[src/rtl/matrix_load_ctrl_pkg.sv]
// Shared definitions for the matrix load controller and the register file it feeds.
package matrix_load_ctrl_pkg;

  localparam int unsigned FileSizeDef   = 16;
  localparam int unsigned DataSizeDef   = 4;
  localparam int unsigned WeightSizeDef = 4;
  localparam int unsigned DataBaseDef   = 5;

  localparam logic [2:0] StIdle       = 3'd0;
  localparam logic [2:0] StLoadData   = 3'd1;
  localparam logic [2:0] StLoadWeight = 3'd2;
  localparam logic [2:0] StCompute    = 3'd3;
  localparam logic [2:0] StWait       = 3'd4;
  localparam logic [2:0] StDone       = 3'd5;
  localparam logic [2:0] StErr        = 3'd6;

  function automatic logic in_window(input int unsigned addr, input int unsigned lo,
                                     input int unsigned len);
    return (addr >= lo) && (addr < lo + len);
  endfunction

endpackage

[src/rtl/matrix_load_ctrl.sv]
// Streams data and weight rows into the register file, arbitrating against core
// writeback, then launches the MAC and supervises its completion with a timeout.
module matrix_load_ctrl
  import matrix_load_ctrl_pkg::*;
#(
  parameter int unsigned FILE_SIZE   = FileSizeDef,
  parameter int unsigned DATA_SIZE   = DataSizeDef,
  parameter int unsigned WEIGHT_SIZE = WeightSizeDef,
  parameter int unsigned DATA_BASE   = DataBaseDef,
  parameter int unsigned TIMEOUT     = 255
) (
  input  logic        clk_i,
  input  logic        reset,
  input  logic        start_i,
  input  logic        ld_valid_i,
  input  logic [31:0] ld_data_i,
  output logic        ld_ready_o,
  input  logic        cpu_we_i,
  input  logic [4:0]  cpu_addr_i,
  input  logic [31:0] cpu_data_i,
  input  logic [3:0]  cpu_pos_i,
  output logic        RegWrite_o,
  output logic [4:0]  RDaddr_o,
  output logic [31:0] RDdata_o,
  output logic [3:0]  is_pos_o,
  output logic        mac_start_o,
  input  logic        mac_done_i,
  output logic        busy_o,
  output logic        done_o,
  output logic        err_o,
  output logic        conflict_o
);

  localparam int unsigned MaxRows = (DATA_SIZE > WEIGHT_SIZE) ? DATA_SIZE : WEIGHT_SIZE;
  localparam int unsigned RowW    = $clog2(MaxRows + 1);
  localparam int unsigned TmoW    = $clog2(TIMEOUT + 1);

  logic [2:0]      state_q, state_d;
  logic [RowW-1:0] row_cnt_q, row_cnt_d;
  logic [TmoW-1:0] tmo_cnt_q, tmo_cnt_d;
  logic            in_load;
  logic            transfer;
  logic [4:0]      ld_addr;

  assign in_load  = (state_q == StLoadData) || (state_q == StLoadWeight);
  // Stream writes are suppressed while reset is held so only CPU writeback passes.
  assign ld_ready_o = in_load && !cpu_we_i && !reset;
  assign transfer   = ld_valid_i && ld_ready_o;

  always_comb begin
    if (state_q == StLoadData) begin
      ld_addr = 5'(DATA_BASE + int'(row_cnt_q));
    end else begin
      ld_addr = 5'(FILE_SIZE - 1 - int'(row_cnt_q));
    end
  end

  always_comb begin
    RegWrite_o = 1'b0;
    RDaddr_o   = '0;
    RDdata_o   = '0;
    is_pos_o   = '0;
    if (cpu_we_i) begin
      RegWrite_o = 1'b1;
      RDaddr_o   = cpu_addr_i;
      RDdata_o   = cpu_data_i;
      is_pos_o   = cpu_pos_i;
    end else if (transfer) begin
      RegWrite_o = 1'b1;
      RDaddr_o   = ld_addr;
      RDdata_o   = ld_data_i;
    end
  end

  assign conflict_o = in_load && cpu_we_i && !reset &&
                      (in_window(int'(cpu_addr_i), DATA_BASE, DATA_SIZE) ||
                       in_window(int'(cpu_addr_i), FILE_SIZE - WEIGHT_SIZE, WEIGHT_SIZE));

  assign busy_o      = (state_q != StIdle);
  assign mac_start_o = (state_q == StCompute);
  assign done_o      = (state_q == StDone);
  assign err_o       = (state_q == StErr);

  always_comb begin
    state_d   = state_q;
    row_cnt_d = row_cnt_q;
    tmo_cnt_d = tmo_cnt_q;
    case (state_q)
      StIdle: begin
        if (start_i) begin
          state_d   = StLoadData;
          row_cnt_d = '0;
        end
      end
      StLoadData: begin
        if (transfer) begin
          if (row_cnt_q == RowW'(DATA_SIZE - 1)) begin
            state_d   = StLoadWeight;
            row_cnt_d = '0;
          end else begin
            row_cnt_d = row_cnt_q + 1'b1;
          end
        end
      end
      StLoadWeight: begin
        if (transfer) begin
          if (row_cnt_q == RowW'(WEIGHT_SIZE - 1)) begin
            state_d   = StCompute;
            row_cnt_d = '0;
          end else begin
            row_cnt_d = row_cnt_q + 1'b1;
          end
        end
      end
      StCompute: begin
        state_d   = StWait;
        tmo_cnt_d = '0;
      end
      StWait: begin
        if (mac_done_i) begin
          state_d = StDone;
        end else begin
          tmo_cnt_d = tmo_cnt_q + 1'b1;
          if (tmo_cnt_q == TmoW'(TIMEOUT - 1)) begin
            state_d = StErr;
          end
        end
      end
      StDone:  state_d = StIdle;
      StErr:   state_d = StErr;
      default: state_d = StIdle;
    endcase
  end

  always_ff @(posedge clk_i) begin
    if (reset) begin
      state_q   <= StIdle;
      row_cnt_q <= '0;
      tmo_cnt_q <= '0;
    end else begin
      state_q   <= state_d;
      row_cnt_q <= row_cnt_d;
      tmo_cnt_q <= tmo_cnt_d;
    end
  end

endmodule

[config.mk]
export PLATFORM = sky130hd
export DESIGN_NAME = matrix_load_ctrl
export DESIGN_NICKNAME = d
export VERILOG_FILES = /design/src/rtl/matrix_load_ctrl_pkg.sv /design/src/rtl/matrix_load_ctrl.sv
export SDC_FILE = /design/constraint.sdc
export NUM_CORES = 1
export LEC_CHECK = 0
export BUFFER_PORTS_ARGS = -buffer_cell sky130_fd_sc_hd__buf_2
export CAP_MARGIN = 20
export CORE_MARGIN = 4
export CORE_UTILIZATION = 39
export CTS_CLUSTER_SIZE = 12
export DETAILED_ROUTE_END_ITERATION = 8
export GPL_TIMING_DRIVEN = 0
export PLACE_DENSITY = 0.86
export SETUP_SLACK_MARGIN = 0.05
export SLEW_MARGIN = 30
export SYNTH_ARGS = -nofsm -noshare
export SYNTH_HDL_FRONTEND = slang
export SYNTH_SLANG_ARGS = --single-unit
[constraint.sdc]
create_clock -name clk_i -period 2.65 [get_ports clk_i]
set_input_delay 0 -clock clk_i [delete_from_list [all_inputs] [get_ports clk_i]]
set_output_delay 0 -clock clk_i [all_outputs]
set_load 0.05 [all_outputs]
==> After elaboration in Yosys (flattened, before gate mapping) <==
Index checks and enable logic that the tools add are counted.
{ "totals": {"in_bits": 79, "ff_bits": 14, "elab_cells": 69} }
{ "op_classes": {"eq_ne": 16, "mux": 22, "add_sub_neg": 4, "n_lt_le_gt_ge": 4, "n_reduce_logical": 20} }
{ "ops": {"columns": ["cell", "count"], "rows": [
  ["$mux W32", 2],
  ["$mux W3", 10],
  ["$pmux W3 S6", 1],
  ["$pmux W8 S2", 1],
  ["$mux W5", 3],
  ["$eq A3 B2 Y1 const B", 3],
  ["$eq A3 B3 Y1 const B", 3],
  ["$add A8 B1 Y8 const B", 1],
  ["$eq A8 B8 Y1 const B", 1],
  ["$logic_and A1 B1 Y1", 8],
  ["$mux W8", 1],
  ["$ne A2 B2 Y1 const B", 4],
  ["$ne A2 B1 Y1 const B", 3],
  ["$pmux W3 S2", 1],
  ["$reduce_and A6 Y1", 1],
  ["$ge A5 B3 Y1 const B", 1],
  ["$ge A5 B4 Y1 const B", 1],
  ["$lt A5 B4 Y1 const B", 1],
  ["$lt A5 B5 Y1 const B", 1],
  ["$sub A4 B3 Y5 const A", 1],
  ["$add A3 B3 Y4 const A", 1],
  ["$mux W4", 1],
  ["$reduce_bool A2 Y1", 2],
  ["$add A3 B1 Y3 const B", 1],
  ["10 further kinds", 13]
]} }

==> Logic depth before layout (Yosys ltp) <==
{ "depth": {"word_depth": 7, "ltp_mapped": 6, "ltp_nobuf": 6} }

==> Least setup slack after synthesis <==
OpenSTA, ideal clock, no wires.
{ "synth_timing": {"kind": "reg2out", "start": "register state_q[0]", "end": "output conflict_o", "t_arrival_ns": 2.179, "setup_slack_ns": 0.471, "path_stages_with_launch": 4, "cell_sequence": "dfxtp_1 > xor2_1 > nand2_1 > nor4_1"} }
{ "synth_via": {"elab_chain_cells": 5, "word_cells_on_any_way": 6} }
{ "synth_lines": {"columns": ["item", "line", "text"], "rows": [
  ["start: declaration", "matrix_load_ctrl.sv:38", "logic [2:0] state_q, state_d;"],
  ["start signal: assignment", "matrix_load_ctrl.sv:137", "state_q <= StIdle;"],
  ["start signal: assignment", "matrix_load_ctrl.sv:141", "state_q <= state_d;"],
  ["$eq A3 B1 Y1 / $eq A3 B2 Y1 (equally long branches)", "matrix_load_ctrl.sv:45", "assign in_load = (state_q == StLoadData) || (state_q == StLoadWeight);"],
  ["$logic_or A1 B1 Y1 *", "matrix_load_ctrl.sv:45", null],
  ["$logic_and A1 B1 Y1 * (3 in series)", "matrix_load_ctrl.sv:75", "assign conflict_o = in_load && cpu_we_i && !reset &&"],
  ["end: declaration", "matrix_load_ctrl.sv:31", "output logic conflict_o"]
]} }
Mark *: on every way between the ends. The rest lies on a longest branch, timed or not.

==> Worst setup path in the final report <==
{ "layout_timing": {"start": "register state_q[0]", "end": "output RDdata_o[22]"} }
{ "layout_via": {"elab_chain_cells": 7, "word_cells_on_any_way": 8} }
{ "layout_lines": {"columns": ["item", "line", "text"], "rows": [
  ["$eq A3 B1 Y1 / $eq A3 B2 Y1 (equally long branches)", "matrix_load_ctrl.sv:45", null],
  ["$logic_or A1 B1 Y1 *", "matrix_load_ctrl.sv:45", null],
  ["$logic_and A1 B1 Y1 * (2 in series)", "matrix_load_ctrl.sv:47", "assign ld_ready_o = in_load && !cpu_we_i && !reset;"],
  ["$logic_and A1 B1 Y1 *", "matrix_load_ctrl.sv:48", "assign transfer = ld_valid_i && ld_ready_o;"],
  ["$mux W32 *", "matrix_load_ctrl.sv:68", "end else if (transfer) begin"],
  ["$mux W32 *", "matrix_load_ctrl.sv:63", "if (cpu_we_i) begin"],
  ["end: declaration", "matrix_load_ctrl.sv:24", "output logic [31:0] RDdata_o,"]
]} }
Marks and branches as above.

==> reports/metrics.yaml <==
pwr:
  peakVddDrop_v: 0.000240
  leakage_nw: 1.03
  power.density_nw_per_um2: 380
detailed_routing:
  vias_per_cell: 5.27
  drc_errors: 0
  post_drt_wl_per_cell_um: 15.1
  ant_nets: 0
  drt-total-wl_um: 5050
  drt_iter0_drc: 56
  drt_first_pass_iters: 4
  vias: 1766
sta:
  rsz0062_at_grt: "false"
  setup_violations: 0
  finalSetupTns_ns: 0
  period_share: 0.774
  slew_headroom: 0.517
  setup_ws_ns: 0.600
  finalCriticalPeriod_ns: 2.05
  tightest_slew_ns: 0.722
  drv_slew: 0
  fin_skew_ns: 0.00469
  hold_viol_final: 0
  clock.fmax_ghz: 0.488
global_route:
  grt_overflow: 0
  grt_pass1_vias: 1527
  grt_use_total: 0.217
  grt_max_degree: 11
  grt_pass1_wl_um: 7210
  antenna_found_initial: 0
floorplanning:
  die_y_um: 65.3
  ioPinCount: 127
  coreArea_sq_um: 3100
  fp.dieArea_sq_um: 4270
  num_rows: 20
  die_w_um: 65.3
  initial_core_util: 0.413
logic_synthesis:
  syn_inst: 163
  synth-compound-area-share: 0.372
  netlist_area_sq_um: 1280
  ys_ff_latch: 14
  synth_top_family_by_area: "compound AO/OA/AOI/OAI gates"
  yosysUniqueCellTypes: 38
  synth_common_cells: "a22o_1, nor2_1, dfxtp_1"
  synth_fa_ha_area_frac: 0.0488
  yosysWarnings: 0
  synth_edf_count: 0
  synth_nets: 247
  ys_seq_area_frac: 0.219
  synth_xor_area_frac: 0.0478
  synth_area_leaders: "a22o_1, dfxtp_1, ha_1, nor2_1, xnor2_1"
  synthMostInstantiatedCell: "a22o_1"
  synth_top_area_frac: 0.239
  synth.mux.area_fraction: 0.0166
  avgSynthCellArea_sq_um: 7.87
  synth_area_leader_cell: "a22o_1"
  ys.flop_type: "dfxtp_1"
  async_flop_share: 0
  yosys.area_share.simple: 0.233
clocking:
  clk_path_buf_depth: 2
  numCtsBuffers: 3
  cts_hold_buf: 0
  clock_latency_ns: 0.29
  cts_resized: 0
  clkSinkCount: 14
  cts-htree-levels: 1
  post_cts_buffers: 0
  root_buffer: "clkbuf_4"
  cts.clk_slew.worst_paths_ns: 0.09
  cts_tree: "done"
setup_path:
  end_kind: "output pin"
  cp.arrival_ns: 2.05
  worstPathMaxFanout: 10
  cp.required_ns: 2.65
  start_kind: "flip-flop"
  worst-setup-path-type: "flip-flop to output pin"
cells_and_area:
  final_nets: 376
  antenna_cells: 0
  layout-drive-gt1-share: 0.491
  synthToLayoutAreaGrowth_pct: 55.5
job:
  cap_violations: 0
status:
  status: "finished clean"
hold_path:
  min_path_type: "primary input to flip-flop"
place:
  portBuffers: 124
  hpwlAfterDp_um: 4260
  gp_congestion: 0.843
  place_worst_setup_slack_ns: 0.962
## path summary, 6_finish.rpt
path / from / end / slack [ns] / cells past startpoint
min reg2reg: tmo_cnt_q[6] / tmo_cnt_q[6] / 0.54 / 2
max: state_q[0] / RDdata_o[22] / 0.60 / 6
max reg2reg: state_q[0] / tmo_cnt_q[6] / 1.00 / 5
min: reset / state_q[2] / 0.08 / 2
## logic make-up after synthesis
logic type,Yosys count
flip-flops,14
AND/OR/NAND/NOR,55
XOR/XNOR,7
buffers and inverters,20
adder cells (fa/ha/maj),5
AO/OA/AOI/OAI,60
multiplexers,2
## report_power, final
| group | internal, mW | switching, mW |
|---|---|---|
| Sequential | 0.214 | 0.00500 |
| Combinational | 0.118 | 0.259 |
| Clock | 0.0839 | 0.0780 |
## registers in the layout, summed over array words and instances (netlist names)
register,cells
state_q,3
tmo_cnt_q,8
row_cnt_q,3
## layer usage
layer	track usage	up-vias	share of wire
met4	0.0751	0	0.018
met1	0.251	815	0.41
met5	0	-	0
met3	0.0632	9	0.092
li1	-	869	-
met2	0.377	73	0.48
## critical path: stages, from the launching register on
cell,delay [ns]
dfxtp_1,0.44
xor2_1,0.20
nand2_1,0.12
nor2_2,0.27
buf_2,0.28
a22o_1,0.18
buf_2,0.27
## layout by cell type, fill, tap and decap left out, drive strengths merged, types with 2 or more instances in the layout
cell type	Yosys	routed
buf	5	129
a22o	35	35
nor2	16	16
dfxtp	14	14
nand2	12	12
clkbuf	7	11
inv	8	8
o21ai	8	8
a21oi	7	7
xnor2	6	6
nand2b	5	5
and2	5	5
ha	5	5
nand4	3	3
nand3	3	3
a211oi	3	3
nor3	2	2
a2111oi	2	2
## per-stage QoR
stage / utilization / cells / power [mW] / hold slack [ns] / area [sq um]
6_report: 0.643 / 335 / 0.757 / 0.0813 / 1990
5_1_grt: 0.643 / 335 / 0.791 / 0.108 / 1990
4_1_cts: 0.643 / 335 / 0.762 / 0.0803 / 1990
3_5_place_dp: 0.631 / 331 / 0.599 / 0.389 / 1960
3_3_place_gp: 0.631 / 331 / 0.595 / 0.377 / 1960
2_1_floorplan: - / 163 / 0.476 / 0.184 / 1280
## layout make-up
| class | count | area (sq um) |
|---|---|---|
| Clock buffer | 4 | 36.3 |
| Inverter | 8 | 30.0 |
| Timing Repair Buffer | 124 | 621 |
| Fill cell | 284 | 1110 |
| Multi-Input combinational cell | 129 | 921 |
| Buffer | 12 | 51.3 |
| Tap cell | 44 | 55.1 |
| Sequential cell | 14 | 280 |
Power figures use the tool's default switching activity.
